--- src/rtl/sirc_rx_decoder.sv ---
// Sony SIRC receiver: measures demodulated IR burst and gap widths in ticks and
// assembles 12/15/20-bit frames into command/address, reporting malformed frames.
module sirc_rx_decoder #(
    parameter int NBITS      = 12,
    parameter int TICK_DIV   = 2025,
    parameter int START_MIN  = 28,
    parameter int START_MAX  = 40,
    parameter int HIGH_MIN   = 4,
    parameter int BIT_THRESH = 12,
    parameter int HIGH_MAX   = 24,
    parameter int LOW_MAX    = 16,
    parameter int ONESHOT    = 1
) (
    input  logic             clock_27mhz,
    input  logic             reset,
    input  logic             ir_in,
    input  logic             arm,
    output logic             valid,
    output logic [6:0]       command,
    output logic [NBITS-8:0] address,
    output logic             error,
    output logic [1:0]       err_code,
    output logic             busy,
    output logic [2:0]       debug_state
);

    localparam int PW = (TICK_DIV > 1) ? $clog2(TICK_DIV) : 1;
    localparam logic [PW-1:0] PRESC_MAX = PW'(TICK_DIV - 1);
    localparam logic [5:0] START_MIN_T  = 6'(START_MIN);
    localparam logic [5:0] START_MAX_T  = 6'(START_MAX);
    localparam logic [5:0] HIGH_MIN_T   = 6'(HIGH_MIN);
    localparam logic [5:0] BIT_THRESH_T = 6'(BIT_THRESH);
    localparam logic [5:0] HIGH_MAX_T   = 6'(HIGH_MAX);
    localparam logic [5:0] LOW_MAX_T    = 6'(LOW_MAX);
    localparam logic [4:0] LAST_BIT     = 5'(NBITS - 1);

    typedef enum logic [2:0] {
        IDLE     = 3'd0,
        START_HI = 3'd1,
        GAP      = 3'd2,
        BIT_HI   = 3'd3,
        DONE     = 3'd4,
        ERR      = 3'd5
    } state_t;

    state_t            state_q, state_d;
    logic              irMeta_q, irSync_q, irPrev_q;
    logic [PW-1:0]     presc_q, presc_d;
    logic [5:0]        ticks_q, ticks_d;
    logic [4:0]        bitpos_q, bitpos_d;
    logic [NBITS-1:0]  shift_q, shift_d;
    logic              armPend_q, armPend_d;
    logic [1:0]        errPend_q, errPend_d;
    logic              valid_q, valid_d;
    logic              error_q, error_d;
    logic [6:0]        cmd_q, cmd_d;
    logic [NBITS-8:0]  addr_q, addr_d;
    logic [1:0]        errCode_q, errCode_d;

    logic              tickNow;
    logic [5:0]        ticksNow;
    logic              rise, fall, armed;

    always_ff @(posedge clock_27mhz) begin
        if (reset) begin
            irMeta_q  <= 1'b0;
            irSync_q  <= 1'b0;
            irPrev_q  <= 1'b0;
            state_q   <= IDLE;
            presc_q   <= '0;
            ticks_q   <= '0;
            bitpos_q  <= '0;
            shift_q   <= '0;
            armPend_q <= 1'b0;
            errPend_q <= '0;
            valid_q   <= 1'b0;
            error_q   <= 1'b0;
            cmd_q     <= '0;
            addr_q    <= '0;
            errCode_q <= '0;
        end else begin
            irMeta_q  <= ir_in;
            irSync_q  <= irMeta_q;
            irPrev_q  <= irSync_q;
            state_q   <= state_d;
            presc_q   <= presc_d;
            ticks_q   <= ticks_d;
            bitpos_q  <= bitpos_d;
            shift_q   <= shift_d;
            armPend_q <= armPend_d;
            errPend_q <= errPend_d;
            valid_q   <= valid_d;
            error_q   <= error_d;
            cmd_q     <= cmd_d;
            addr_q    <= addr_d;
            errCode_q <= errCode_d;
        end
    end

    // Decisions use the tick count including the current cycle, so a width of
    // exactly k ticks (measured between synced edges) reads as k.
    always_comb begin
        tickNow  = (presc_q == PRESC_MAX);
        ticksNow = (tickNow && ticks_q != 6'd63) ? ticks_q + 6'd1 : ticks_q;
        rise     = irSync_q & ~irPrev_q;
        fall     = ~irSync_q & irPrev_q;
        armed    = (ONESHOT == 0) || armPend_q;

        state_d   = state_q;
        bitpos_d  = bitpos_q;
        shift_d   = shift_q;
        armPend_d = armPend_q;
        errPend_d = errPend_q;
        valid_d   = 1'b0;
        error_d   = 1'b0;
        cmd_d     = cmd_q;
        addr_d    = addr_q;
        errCode_d = errCode_q;

        case (state_q)
            IDLE: begin
                if (arm && (ONESHOT != 0)) armPend_d = 1'b1;
                if (rise && armed) state_d = START_HI;
            end
            START_HI: begin
                if (fall) begin
                    if (ticksNow >= START_MIN_T) begin
                        state_d  = GAP;
                        bitpos_d = '0;
                    end else begin
                        state_d   = ERR;
                        errPend_d = 2'd0;
                    end
                end else if (ticksNow >= START_MAX_T) begin
                    state_d   = ERR;
                    errPend_d = 2'd0;
                end
            end
            GAP: begin
                if (rise) begin
                    state_d = BIT_HI;
                end else if (ticksNow >= LOW_MAX_T) begin
                    state_d   = ERR;
                    errPend_d = 2'd2;
                end
            end
            BIT_HI: begin
                if (fall) begin
                    if (ticksNow < HIGH_MIN_T) begin
                        state_d   = ERR;
                        errPend_d = 2'd1;
                    end else begin
                        // Right shift leaves the first received bit at index 0.
                        shift_d = {(ticksNow >= BIT_THRESH_T), shift_q[NBITS-1:1]};
                        if (bitpos_q == LAST_BIT) begin
                            state_d = DONE;
                        end else begin
                            bitpos_d = bitpos_q + 5'd1;
                            state_d  = GAP;
                        end
                    end
                end else if (ticksNow >= HIGH_MAX_T) begin
                    state_d   = ERR;
                    errPend_d = 2'd3;
                end
            end
            DONE: begin
                valid_d   = 1'b1;
                cmd_d     = shift_q[6:0];
                addr_d    = shift_q[NBITS-1:7];
                armPend_d = 1'b0;
                state_d   = IDLE;
            end
            ERR: begin
                error_d   = 1'b1;
                errCode_d = errPend_q;
                state_d   = IDLE;
            end
            default: state_d = IDLE;
        endcase
    end

    // Width measurement restarts from zero on every state change.
    always_comb begin
        if (state_d != state_q) begin
            presc_d = '0;
            ticks_d = '0;
        end else begin
            presc_d = tickNow ? '0 : presc_q + PW'(1);
            ticks_d = ticksNow;
        end
    end

    assign valid       = valid_q;
    assign error       = error_q;
    assign command     = cmd_q;
    assign address     = addr_q;
    assign err_code    = errCode_q;
    assign busy        = (state_q != IDLE);
    assign debug_state = state_q;

endmodule
--- config.mk ---
export PLATFORM = sky130hd
export DESIGN_NAME = sirc_rx_decoder
export DESIGN_NICKNAME = d
export VERILOG_FILES = /design/src/rtl/sirc_rx_decoder.sv
export SDC_FILE = /design/constraint.sdc
export NUM_CORES = 1
export LEC_CHECK = 0
export CORE_MARGIN = 2
export CORE_UTILIZATION = 45
export DETAILED_ROUTE_END_ITERATION = 10
export GPL_ROUTABILITY_DRIVEN = 0
export PLACE_DENSITY_LB_ADDON = 0.05
export SLEW_MARGIN = 20
export SYNTH_ARGS = -nofsm -noshare
export SYNTH_HDL_FRONTEND = slang
export SYNTH_SLANG_ARGS = --single-unit
--- constraint.sdc ---
create_clock -name clock_27mhz -period 3.12 [get_ports clock_27mhz]
set_clock_uncertainty 0.15 [all_clocks]
set_input_delay 0.624 -clock clock_27mhz [delete_from_list [all_inputs] [get_ports clock_27mhz]]
set_output_delay 0.624 -clock clock_27mhz [all_outputs]
set_load 0.005 [all_outputs]
==> flow_summary.ini, run 1 <==
[power_and_ir_drop]
vdd_drop_max_mv = 0.249
combPwrFrac_pct = 3.1
p_int_uw = 1130
power.static_leakage_uw = 0.00112
switchingPower_uw = 326
sw_frac_of_total_pct = 22.3
clockPowerShare_pct = 44.5
p_per_area_mw_per_mm2 = 457
seqPwrFrac_pct = 52.4

[drt]
drt-total-wl_mm = 5.28
wire_per_inst_um = 12.3
viasPerCell = 5.11
final_antenna_net_count = 0
drt_iter0_markers = 75
drt-pass1-iter-count = 4
drc = 0
dr_total_vias = 2189

[clock_tree]
clk_pin_slew_ns = 0.07
clockRootBuffer = clkbuf_8
clock-sinks = 59
h-tree-depth = 3
cts_hold_buf = 0
cts_buffers = 9
insertion_delay_ns = 0.33
cts_tree = done
clock_path_buffers = 2

[run_status]
status = completed

[timing]
hold_viol = 0
slew_headroom_pct = 60.4
finalSetupViolCount = 0
fin_hold_ws_ns = 0.286
max_clock_freq_mhz = 330
tns_ns = 0
finalCritPeriodShare_pct = 97.0
tightest_slew_ns = 0.588
rsz0062_at_grt = no
slew_violations = 0
period_needed_ns = 3.03

[synthesis]
synthCells = 313
synth.most_common_cell = nand2_1
synthFlopType = dfxtp_1
ys_types = 46
ys_ff_latch = 59
synth_top_area_cell = dfxtp_1
synth_fp_nets = 321
synth_edf_count = 0
netlist_area_sq_mm = 0.00257
avgSynthCellArea_sq_um = 8.22
synth_commonest_cells = 62 x nand2_1, 59 x dfxtp_1, 34 x nor2_1
synthArstFlopShare_pct = 0
ys_warn_count = 0
seq_area_frac_synth_pct = 45.9
synth.top_cells.by_area = dfxtp_1 46%, nand2_1 9.0%, a21oi_1 5.8%
synth_top_area_share_pct = 45.9

[floorplan]
die_x_um = 79.6
die-area_sq_mm = 0.00634
core_area_sq_mm = 0.00551
die-height_um = 79.6
io_pins = 24
start_util_pct = 46.7
rows = 27

[setup_path]
cp-startpoint = ticks_q[0]
r2r_setup_slack_ns = 0.09
arrival_ns = 3.09
worstPathRequired_ns = 3.18
worstPathMaxFanout = 8
worstSetupPathType = flop to flop
cp-end-kind = flop
start_kind = flop
r2r-start = ticks_q[0]

[global_routing]
grt_usage_pct = 18.3
antenna_found_initial = 0
grt_max_degree = 40
grt_overflow = 0
grt_pass1_wl_mm = 9.09
grt_pass1_vias = 2042

[finish]
fin_nets = 359
area_growth_pct = 24.0
num_antenna_cells = 0
finalInstanceArea_sq_mm = 0.00319
drive_gt1_share_pct = 13.2

[worst_hold_path]
worstHoldPathType = flop to flop
hold_start = irMeta_q

[placement]
placed_area_sq_mm = 0.00296
hpwlAfterDp_mm = 3.70
io_buffers = 23

[job]
maxCapViolCount = 0
==> cell type report <==
cell class / count / area, sq um
tap: 72 / 90.1
fill: 523 / 2320
clock inverter: 3 / 21.3
sequential: 59 / 1180
multi-input combinational: 236 / 1360
timing repair buffer: 39 / 350
clock buffer: 13 / 169
inverter: 6 / 22.5
==> through the flow <==
step | utilization (%) | worst slack (ns) | total power [uW] | cells
after CTS | 57.2 | 0.0892 | 1480 | 427
after global placement | 53.7 | 0.162 | 826 | 411
after detailed placement | 53.7 | 0.103 | 826 | 411
after global routing | 57.9 | 0.00160 | 1510 | 428
final | 57.9 | 0.0935 | 1460 | 428
after floorplan | - | 0.240 | 808 | 313
==> what timing repair did <==
item / in CTS / in global routing
resized for setup: 0 / 7
buffers inserted: 0 / 1
setup endpoints to repair: 0 / 16
==> power groups by stage <==
| stage | Sequential [uW] | Combinational [uW] | Clock, uW |
|---|---|---|---|
| 5_1_grt | 765 | 51.8 | 698 |
| 3_5_place_dp | 782 | 44.2 | 0 |
| 2_1_floorplan | 781 | 27.0 | 0 |
| 6_report | 765 | 45.8 | 649 |
| 4_1_cts | 764 | 44.3 | 669 |
| 3_3_place_gp | 781 | 44.2 | 0 |
==> logic make-up (layout without fill, tap and decap cells) <==
family                   after synthesis  in the layout  share of synthesized area, %
AO/OA/AOI/OAI                         54             54                          12.8
XOR/XNOR                              15             15                          5.11
adder cells (fa/ha/maj)                4              4                          1.95
buffers and inverters                 18             61                          2.67
flip-flops                            59             59                          45.9
multiplexers                           7              7                          3.02
AND/OR/NAND/NOR                      156            156                          28.6
==> worst max-delay path, cell delays in order, from the launching register on <==
cell and delay [ns]:
dfxtp_1 0.38, ha_2 0.21, inv_1 0.06, or4_4 0.55, mux2_4 0.33, o41a_4 0.52
and3b_2 0.27, or2_1 0.25, mux2i_1 0.16, nor2_1 0.05
==> registers in the layout (all words and copies together) (netlist names), 2 cells and up <==
name	flops
shift_q	12
presc_q	11
command	7
ticks_q	6
address	5
bitpos_q	5
debug_state	3
errPend_q	2
err_code	2
==> cell usage in the layout, fill, tap and decap left out, types with 3 or more instances in the layout <==
cell type / synthesis / layout
nor3_1: 13 / 12
o31ai_1: 3 / 3
nor2_1: 34 / 34
clkdlybuf4s50_1: 0 / 23
ha_1: 4 / 3
a21oi_1: 30 / 30
xnor2_1: 6 / 6
nand2b_1: 4 / 4
mux2i_1: 4 / 4
nand3_1: 14 / 14
dfxtp_1: 59 / 59
buf_4: 0 / 16
nor2b_1: 8 / 8
a211oi_1: 3 / 3
and3_1: 3 / 3
clkbuf_8: 0 / 12
o21ai_0: 6 / 6
xor2_1: 9 / 9
inv_1: 6 / 6
nand2_1: 62 / 62
==> routing by layer <==
metal  GRT usage (%)  part of all wire (%)  wire length [um]
met2            27.0                    44              2330
met3            4.30                   3.1               165
met1            24.9                    51              2710
met5               0                     0                 0
met4            9.31                   1.3                71
==> path summary, 6_finish.rpt <==
| kind | to | cells past startpoint |
|---|---|---|
| max | bitpos_q[1] | 9 |
| min | irSync_q | 1 |
| max reg2reg | bitpos_q[1] | 9 |
| min reg2reg | irSync_q | 1 |
Power figures use the tool's default switching activity.
==> inputs of run 2 (changes only) <==
--- a/config.mk
+++ b/config.mk
@@ -5,12 +5,11 @@
 export SDC_FILE = /design/constraint.sdc
 export NUM_CORES = 1
 export LEC_CHECK = 0
-export CORE_MARGIN = 2
+export CORE_MARGIN = 5
 export CORE_UTILIZATION = 45
 export DETAILED_ROUTE_END_ITERATION = 10
 export GPL_ROUTABILITY_DRIVEN = 0
 export PLACE_DENSITY_LB_ADDON = 0.05
-export SLEW_MARGIN = 20
 export SYNTH_ARGS = -nofsm -noshare
 export SYNTH_HDL_FRONTEND = slang
 export SYNTH_SLANG_ARGS = --single-unit
==> constraint.sdc (replaced) <==
create_clock -name clock_27mhz -period 3.6 [get_ports clock_27mhz]
set_clock_uncertainty 0.15 [all_clocks]
set_input_delay 0.72 -clock clock_27mhz [delete_from_list [all_inputs] [get_ports clock_27mhz]]
set_output_delay 0.72 -clock clock_27mhz [all_outputs]
set_load 0.005 [all_outputs]
==> flow_summary.ini, run 2 (synthesized netlist as in run 1, its figures left out) <==
[clock_tree]
cts_tree = done
clock_path_buffers = 2
cts_buffers = 9
cts_hold_buf = 0
post_cts_buffers = 0
clock-sinks = 59
cts.repair.resized = 0
clockRootBuffer = clkbuf_8
h-tree-depth = 3
clk_pin_slew_ns = 0.07
insertion_delay_ns = 0.33

[global_routing]
grt_pass1_wl_mm = 9.32
grt_overflow = 0
antenna_found_initial = 0
grt_usage_pct = 15.8
grt_pass1_vias = 2055
grt_max_degree = 40

[timing]
finalCritPeriodShare_pct = 87.5
rsz0062_at_grt = no
period_needed_ns = 3.15
worst_slack_ns = 0.451
max_clock_freq_mhz = 318
hold_viol = 0
tightest_slew_ns = 0.524
tns_ns = 0
slew_headroom_pct = 64.8
finalSetupViolCount = 0
fin_hold_ws_ns = 0.285
slew_violations = 0

[setup_path]
path_cells = nand4b_2 -> nor4_1 -> mux2_2 -> o41a_4 -> nand3_2 -> nand2_2 -> or4_1 -> a21oi_1
r2r-start = presc_q[2]
start_kind = flop
worstPathMaxFanout = 8
worstSetupPathType = flop to flop
worstPathRequired_ns = 3.71
cp_slowest_stage_delay_ns = 0.55
cp_slowest_cell = o41a_4
r2r_setup_slack_ns = 0.45
critPathBufInv = 0
arrival_ns = 3.26
worst_r2r_endpoint = errPend_q[1]
crit_cells = 8
reg2reg_depth = 8
cp-end-kind = flop
cp-startpoint = presc_q[2]
cp_top_family = simple AND/OR/NAND/NOR gates

[drt]
viasPerCell = 5.16
drt_iter0_markers = 104
drt-total-wl_mm = 5.35
wire_per_inst_um = 12.9
drc = 0
final_antenna_net_count = 0
drt-pass1-iter-count = 4
dr_total_vias = 2148

[floorplan]
rows = 27
die_x_um = 85.6
die-height_um = 85.6
die-area_sq_mm = 0.00733
start_util_pct = 46.4
core_area_sq_mm = 0.00554
io_pins = 24

[finish]
area_growth_pct = 20.4
largest_reg_flops = 12
drive_gt1_share_pct = 8.14
num_antenna_cells = 0
final_common_cell = nand2_1
fin_nets = 348
regMostFlops = shift_q
fillers = 544
layout_common_cells = 62 x nand2_1, 59 x dfxtp_1, 34 x nor2_1

[worst_hold_path]
hold_start = irMeta_q
hold_end = irSync_q
worstHoldPathType = flop to flop
holdPathStages = 1

[run_status]
status = completed

[power_and_ir_drop]
p_per_area_mw_per_mm2 = 431
power.static_leakage_uw = 0.00108
vdd_drop_max_mv = 0.250

[placement]
io_buffers = 23
hpwlAfterDp_mm = 3.70
preCtsSetupSlack_ns = 0.499

[job]
maxCapViolCount = 0
==> run 2: report_power, final <==
part / internal [uW] / switching, uW / leakage [uW]
clock: 392 / 243 / 0.000109
sequential: 659 / 5.79 / 0.000476
combinational: 14.0 / 20.2 / 0.000492
total: 1060 / 269 / 0.00108
==> run 2: stage by stage <==
stage | total power (uW) | instances | utilization (%) | instance area, sq um
floorplan | 700 | 313 | - | 2570
global placement | 713 | 401 | 52.1 | 2880
detailed placement | 713 | 401 | 52.1 | 2880
CTS | 1350 | 416 | 55.9 | 3100
global route | 1390 | 416 | 55.9 | 3100
finish | 1330 | 416 | 55.9 | 3100
==> run 2: final cells by class <==
class                      count  area (sq um)  share of cell area (%)
multi-input combinational    236          1320                    42.7
timing repair buffer          28           268                    8.65
sequential                    59          1180                    38.1
clock inverter                 1          30.0                   0.970
clock buffer                  14           183                    5.90
inverter                       6          22.5                   0.727
tap                           72          90.1                    2.91
==> run 2: metal layers <==
metal,vias up,GRT usage [%],routed length (um)
met5,-,0,0
met4,0,4.75,55
met3,5,5.76,199
met2,26,25.4,2410
met1,992,19.7,2690
li1,1125,-,-
==> run 2: how the worst max path moves through the flow <==
| stage | endpoint | slack, ns |
|---|---|---|
| 2_1_floorplan | errPend_q[1] | 0.72 |
| 3_3_place_gp | bitpos_q[1] | 0.52 |
| 3_5_place_dp | bitpos_q[1] | 0.50 |
| 4_1_cts | bitpos_q[1] | 0.45 |
| 5_1_grt | ticks_q[4] | 0.24 |
| 6_report | errPend_q[1] | 0.45 |
==> run 2: worst reg2reg max path, delay by kind of cell (launching register included) <==
kind	cells	cell delay, ns
AO/OA/AOI/OAI	2	0.71
flip-flops	1	0.35
multiplexers	1	0.45
AND/OR/NAND/NOR	5	1.43
